--- config.mk ---
export PLATFORM = sky130hd
export DESIGN_NAME = seq_detect_param
export DESIGN_NICKNAME = d
export VERILOG_FILES = /design/src/rtl/seq_detect_param.sv
export SDC_FILE = /design/constraint.sdc
export NUM_CORES = 1
export LEC_CHECK = 0
export CAP_MARGIN = 40
export CORE_ASPECT_RATIO = 1.4
export CORE_MARGIN = 4
export CORE_UTILIZATION = 50
export CTS_BUF_LIST = sky130_fd_sc_hd__clkbuf_4 sky130_fd_sc_hd__clkbuf_8
export CTS_CLUSTER_SIZE = 20
export DETAILED_ROUTE_END_ITERATION = 10
export HOLD_SLACK_MARGIN = 0.05
export PLACE_DENSITY = 0.79
export SLEW_MARGIN = 30
export SYNTH_ARGS = -nofsm -noshare
export SYNTH_HDL_FRONTEND = slang
export SYNTH_SLANG_ARGS = --single-unit
--- constraint.sdc ---
create_clock -name clk -period 2.1 [get_ports clk]
set_clock_uncertainty 0.2 [all_clocks]
set_input_delay 0.42 -clock clk [delete_from_list [all_inputs] [get_ports clk]]
set_output_delay 0.42 -clock clk [all_outputs]
set_load 0.05 [all_outputs]
--- src/rtl/seq_detect_param.sv ---
// Parametrised serial pattern detector: runtime-loadable pattern, selectable overlap, saturating match counter.
// Optional SEQ_DETECT_REG_OUT_EN registers the match pulse (one cycle later) instead of the Mealy output.
module seq_detect_param #(
  parameter int unsigned      PAT_W    = 4,
  parameter logic [PAT_W-1:0] PAT_INIT = PAT_W'(4'b1011),
  parameter int unsigned      CNT_W    = 8
) (
  input  logic                       clk,
  input  logic                       rst,
  input  logic                       in_valid,
  input  logic                       din,
  input  logic                       overlap,
  input  logic                       cfg_load,
  input  logic [PAT_W-1:0]           cfg_pattern,
  output logic                       match,
  output logic [CNT_W-1:0]           match_cnt,
  output logic [$clog2(PAT_W+1)-1:0] fill
);

  localparam int unsigned FILL_W = $clog2(PAT_W + 1);
  localparam int unsigned HIST_W = PAT_W - 1;

  logic [PAT_W-1:0]  pat_q,  pat_d;
  logic [HIST_W-1:0] hist_q, hist_d;
  logic [FILL_W-1:0] fill_q, fill_d;
  logic [CNT_W-1:0]  cnt_q,  cnt_d;
  logic [PAT_W-1:0]  window_c;
  logic              match_c;

  // Oldest bit sits in the MSB of the window; the incoming bit completes it.
  assign window_c = {hist_q, din};

  always_comb begin
    pat_d   = pat_q;
    hist_d  = hist_q;
    fill_d  = fill_q;
    cnt_d   = cnt_q;
    match_c = in_valid & ~cfg_load & ~rst
            & (fill_q >= FILL_W'(PAT_W - 1))
            & (window_c == pat_q);
    if (cfg_load) begin
      pat_d  = cfg_pattern;
      hist_d = '0;
      fill_d = '0;
      cnt_d  = '0;
    end else if (in_valid) begin
      hist_d = window_c[PAT_W-2:0];
      if (match_c) begin
        // Overlap keeps the whole window qualified; non-overlap demands PAT_W fresh bits.
        fill_d = overlap ? FILL_W'(PAT_W) : '0;
        if (cnt_q != {CNT_W{1'b1}}) begin
          cnt_d = cnt_q + CNT_W'(1);
        end
      end else if (fill_q != FILL_W'(PAT_W)) begin
        fill_d = fill_q + FILL_W'(1);
      end
    end
  end

  always_ff @(posedge clk) begin
    if (rst) begin
      pat_q  <= PAT_INIT;
      hist_q <= '0;
      fill_q <= '0;
      cnt_q  <= '0;
    end else begin
      pat_q  <= pat_d;
      hist_q <= hist_d;
      fill_q <= fill_d;
      cnt_q  <= cnt_d;
    end
  end

  assign match_cnt = cnt_q;
  assign fill      = fill_q;

`ifdef SEQ_DETECT_REG_OUT_EN
  logic match_q;

  always_ff @(posedge clk) begin
    if (rst) begin
      match_q <= 1'b0;
    end else begin
      match_q <= match_c;
    end
  end

  assign match = match_q;
`else
  assign match = match_c;
`endif

endmodule

==> flow_metrics.tcl <==
set metrics [dict create \
    status "complete, but fails checks" \
    violations "negative setup slack" \
    path_max_fanout 2 \
    drive_gt1_frac 0.298 \
    fmax_ghz 0.468 \
    layout_setup_ws_ps -37.7 \
    antenna_found_initial 0 \
    min_period_ps 2140 \
    area_delta_synth_final_pct 37.9 \
    finalInstanceArea_sq_mm 0.00136 \
    synth_nets 122 \
    finalPower_mw 0.648 \
    cp.depth 6 \
    core_sq_mm 0.00182 \
    vias_per_cell 5.93 \
    yosys.area.top_type "dfxtp_1" \
    ir_worst_vdd_uv 532 \
    dr.pass1.iters 4 \
    yosys_warnings 0 \
    rsz0062_at_grt "yes" \
    vias 954 \
    place_inst 152 \
    stdcell_count 161 \
    placed_cell_area_sq_mm 0.00124 \
    drv_slew 0 \
    h-tree-depth 1 \
    die_y_microns 60.5 \
    hold_depth 2 \
    grt_first_pass_wirelength_microns 4110 \
    critical_path.top_delay_family "flip-flops" \
    critical_path_class "reg -> out" \
    cts_tree "done" \
    drc 0 \
    layout.nets 156 \
    ys_seq_area_frac 0.366 \
    cts_root_buf "clkbuf_4" \
    synth.top_cell.area_share 0.366 \
    crit_path_cell_trace "ha_4, ha_4, a211o_1, nand2_2, nor2_4, buf_12" \
    ctsHoldBuffers 0 \
    grt_pass1_vias 1004 \
    tightest_slew_ps 324 \
    fin_tns_setup_ps -37.7 \
    cp.required_ps 1480 \
    slowest_delay_ps 370 \
    synth_cell_types 38 \
    hold_ws_ps 315 \
    p_leak_nw 0.536 \
    place.gp.congestion 0.844 \
    slew_headroom 0.783 \
    clock_latency_ps 300 \
    ys_ff_latch 18 \
    diodes 0 \
    place_ws_ps -251 \
    rows 18 \
    ys.flop_type "dfxtp_1" \
    cpMaxStageDelayCell "dfxtp_4" \
    cp_common_cell "ha_4" \
    dieArea_sq_mm 0.00275 \
    r2r_setup_slack_ps 90 \
    synth.cell_area_sq_um 985 \
    synth_edf_count 0 \
    wl_per_cell_microns 14.4 \
    finalSetupViolCount 1 \
    overflow 0 \
    antenna_left 0 \
    syn_inst 108 \
    synth_area_leaders "dfxtp_1 (37%), mux2i_1 (6.1%), ha_1 (5.1%)" \
    initial_core_util 0.540 \
    io_pins 22 \
    clock-sinks 18 \
    period_share 1.02 \
    cts.path.max_buffers 2 \
    wl_microns 2330 \
    drtIter0Drc 15 \
    arrival_ps 1520 \
    portBuffers 21 \
    cts-buffers-inserted 3 \
    die_x_microns 45.5 \
    dpl.hpwl_microns 1750 \
    grt_usage 0.200 \
    crit_path_end_kind "output port" \
    maxCapViolCount 0 \
    clk_pin_slew_ps 100 \
    avgSynthCellArea_sq_um 9.12 \
    finalHoldViolCount 0 \
    start_kind "flip-flop" \
    p_per_area_mw_per_mm2 477 \
    grt_max_degree 11 \
    rr_worst_depth 8 \
    async_flop_share 0 \
    path_buf_inv 1 \
    fillers 146 \
    hold_path.class "reg -> reg" \
    finish.utilization 0.744 \
]
[metal layers]
layer / vias up / share of wire / global-route usage
met2: 27 / 0.51 / 0.353
met3: 4 / 0.057 / 0.0326
met5: - / 0 / 0
met4: 0 / 0.018 / 0.113
met1: 450 / 0.41 / 0.217
li1: 473 / - / -
[worst min-delay path, delay by kind of cell (launching register included)]
| family | cells | cell delay (ps) |
|---|---|---|
| DFF | 1 | 350 |
| and+or+nand+nor | 1 | 60 |
| muxes | 1 | 60 |
[synth_stat cells (2+ instances only)]
master    count
o311ai_1      2
nor2_1        5
or4_1         2
a21oi_1       3
nor2b_1       3
and2_1        2
nand4_1       4
and4_1        2
o41ai_1       2
nand2_1       9
ha_1          4
o31ai_1       2
inv_1         6
and3_1        3
nand3_1       3
buf_2         3
a211o_1       4
o21ai_0       4
mux2i_1       6
dfxtp_1      18
xnor2_1       4
[worst paths after layout]
kind                              from                        end
max               fill[1]$_SDFFE_PP0P_                      match
min          match_cnt[6]$_SDFFE_PP0P_  match_cnt[6]$_SDFFE_PP0P_
max reg2reg       fill[1]$_SDFFE_PP0P_  match_cnt[5]$_SDFFE_PP0P_
min reg2reg  match_cnt[6]$_SDFFE_PP0P_  match_cnt[6]$_SDFFE_PP0P_
[registers in the layout, indices dropped and copies added, names as in the netlist]
name / flops
pat_q: 4
match_cnt: 8
hist_q: 3
fill: 3
[cells in the final DEF (no fill, tap or decap), types with 3 or more instances in the layout]
| cell type | Yosys | layout |
|---|---|---|
| dlygate4sd2_1 | 0 | 4 |
| and3_1 | 3 | 3 |
| clkdlybuf4s50_1 | 0 | 5 |
| clkbuf_4 | 0 | 3 |
| xnor2_1 | 4 | 3 |
| o21ai_0 | 4 | 4 |
| a211o_1 | 4 | 4 |
| inv_1 | 6 | 6 |
| nor2b_1 | 3 | 3 |
| mux2i_1 | 6 | 6 |
| nand3_1 | 3 | 3 |
| nand2_1 | 9 | 8 |
| nor2_1 | 5 | 5 |
| dfxtp_1 | 18 | 15 |
| buf_4 | 1 | 23 |
| nand4_1 | 4 | 4 |
[layout make-up]
type	count	area, sq um	share of cell area
Tap cell	20	25.0	0.0184
Sequential cell	18	369	0.272
Timing Repair Buffer	34	289	0.213
Clock buffer	4	36.3	0.0267
Inverter	6	22.5	0.0166
Multi-Input combinational cell	79	616	0.453
[logic make-up (layout without fill, tap and decap cells)]
family | Yosys count | after routing | synth area share
AOI/OAI and AO/OA | 26 | 26 | 0.208
muxes | 6 | 6 | 0.0610
xor gates and xnor gates | 4 | 4 | 0.0356
adders and majority gates | 4 | 4 | 0.0508
and+or+nand+nor | 39 | 39 | 0.221
buffers and inverters | 11 | 44 | 0.0572
DFF | 18 | 18 | 0.366
[timing repair]
item / CTS / global route
pin swaps: 6 / 2
setup endpoints to repair: 1 / 4
setup buffers: 5 / 0
resized for setup: 11 / 4
cloned: 0 / 0
[power breakdown]
group          switching, mW  internal [mW]  total, mW
combinational         0.0367         0.0400     0.0767
clock                  0.112          0.106      0.218
sequential           0.00612          0.347      0.353
(Power assumes the default switching activity.)
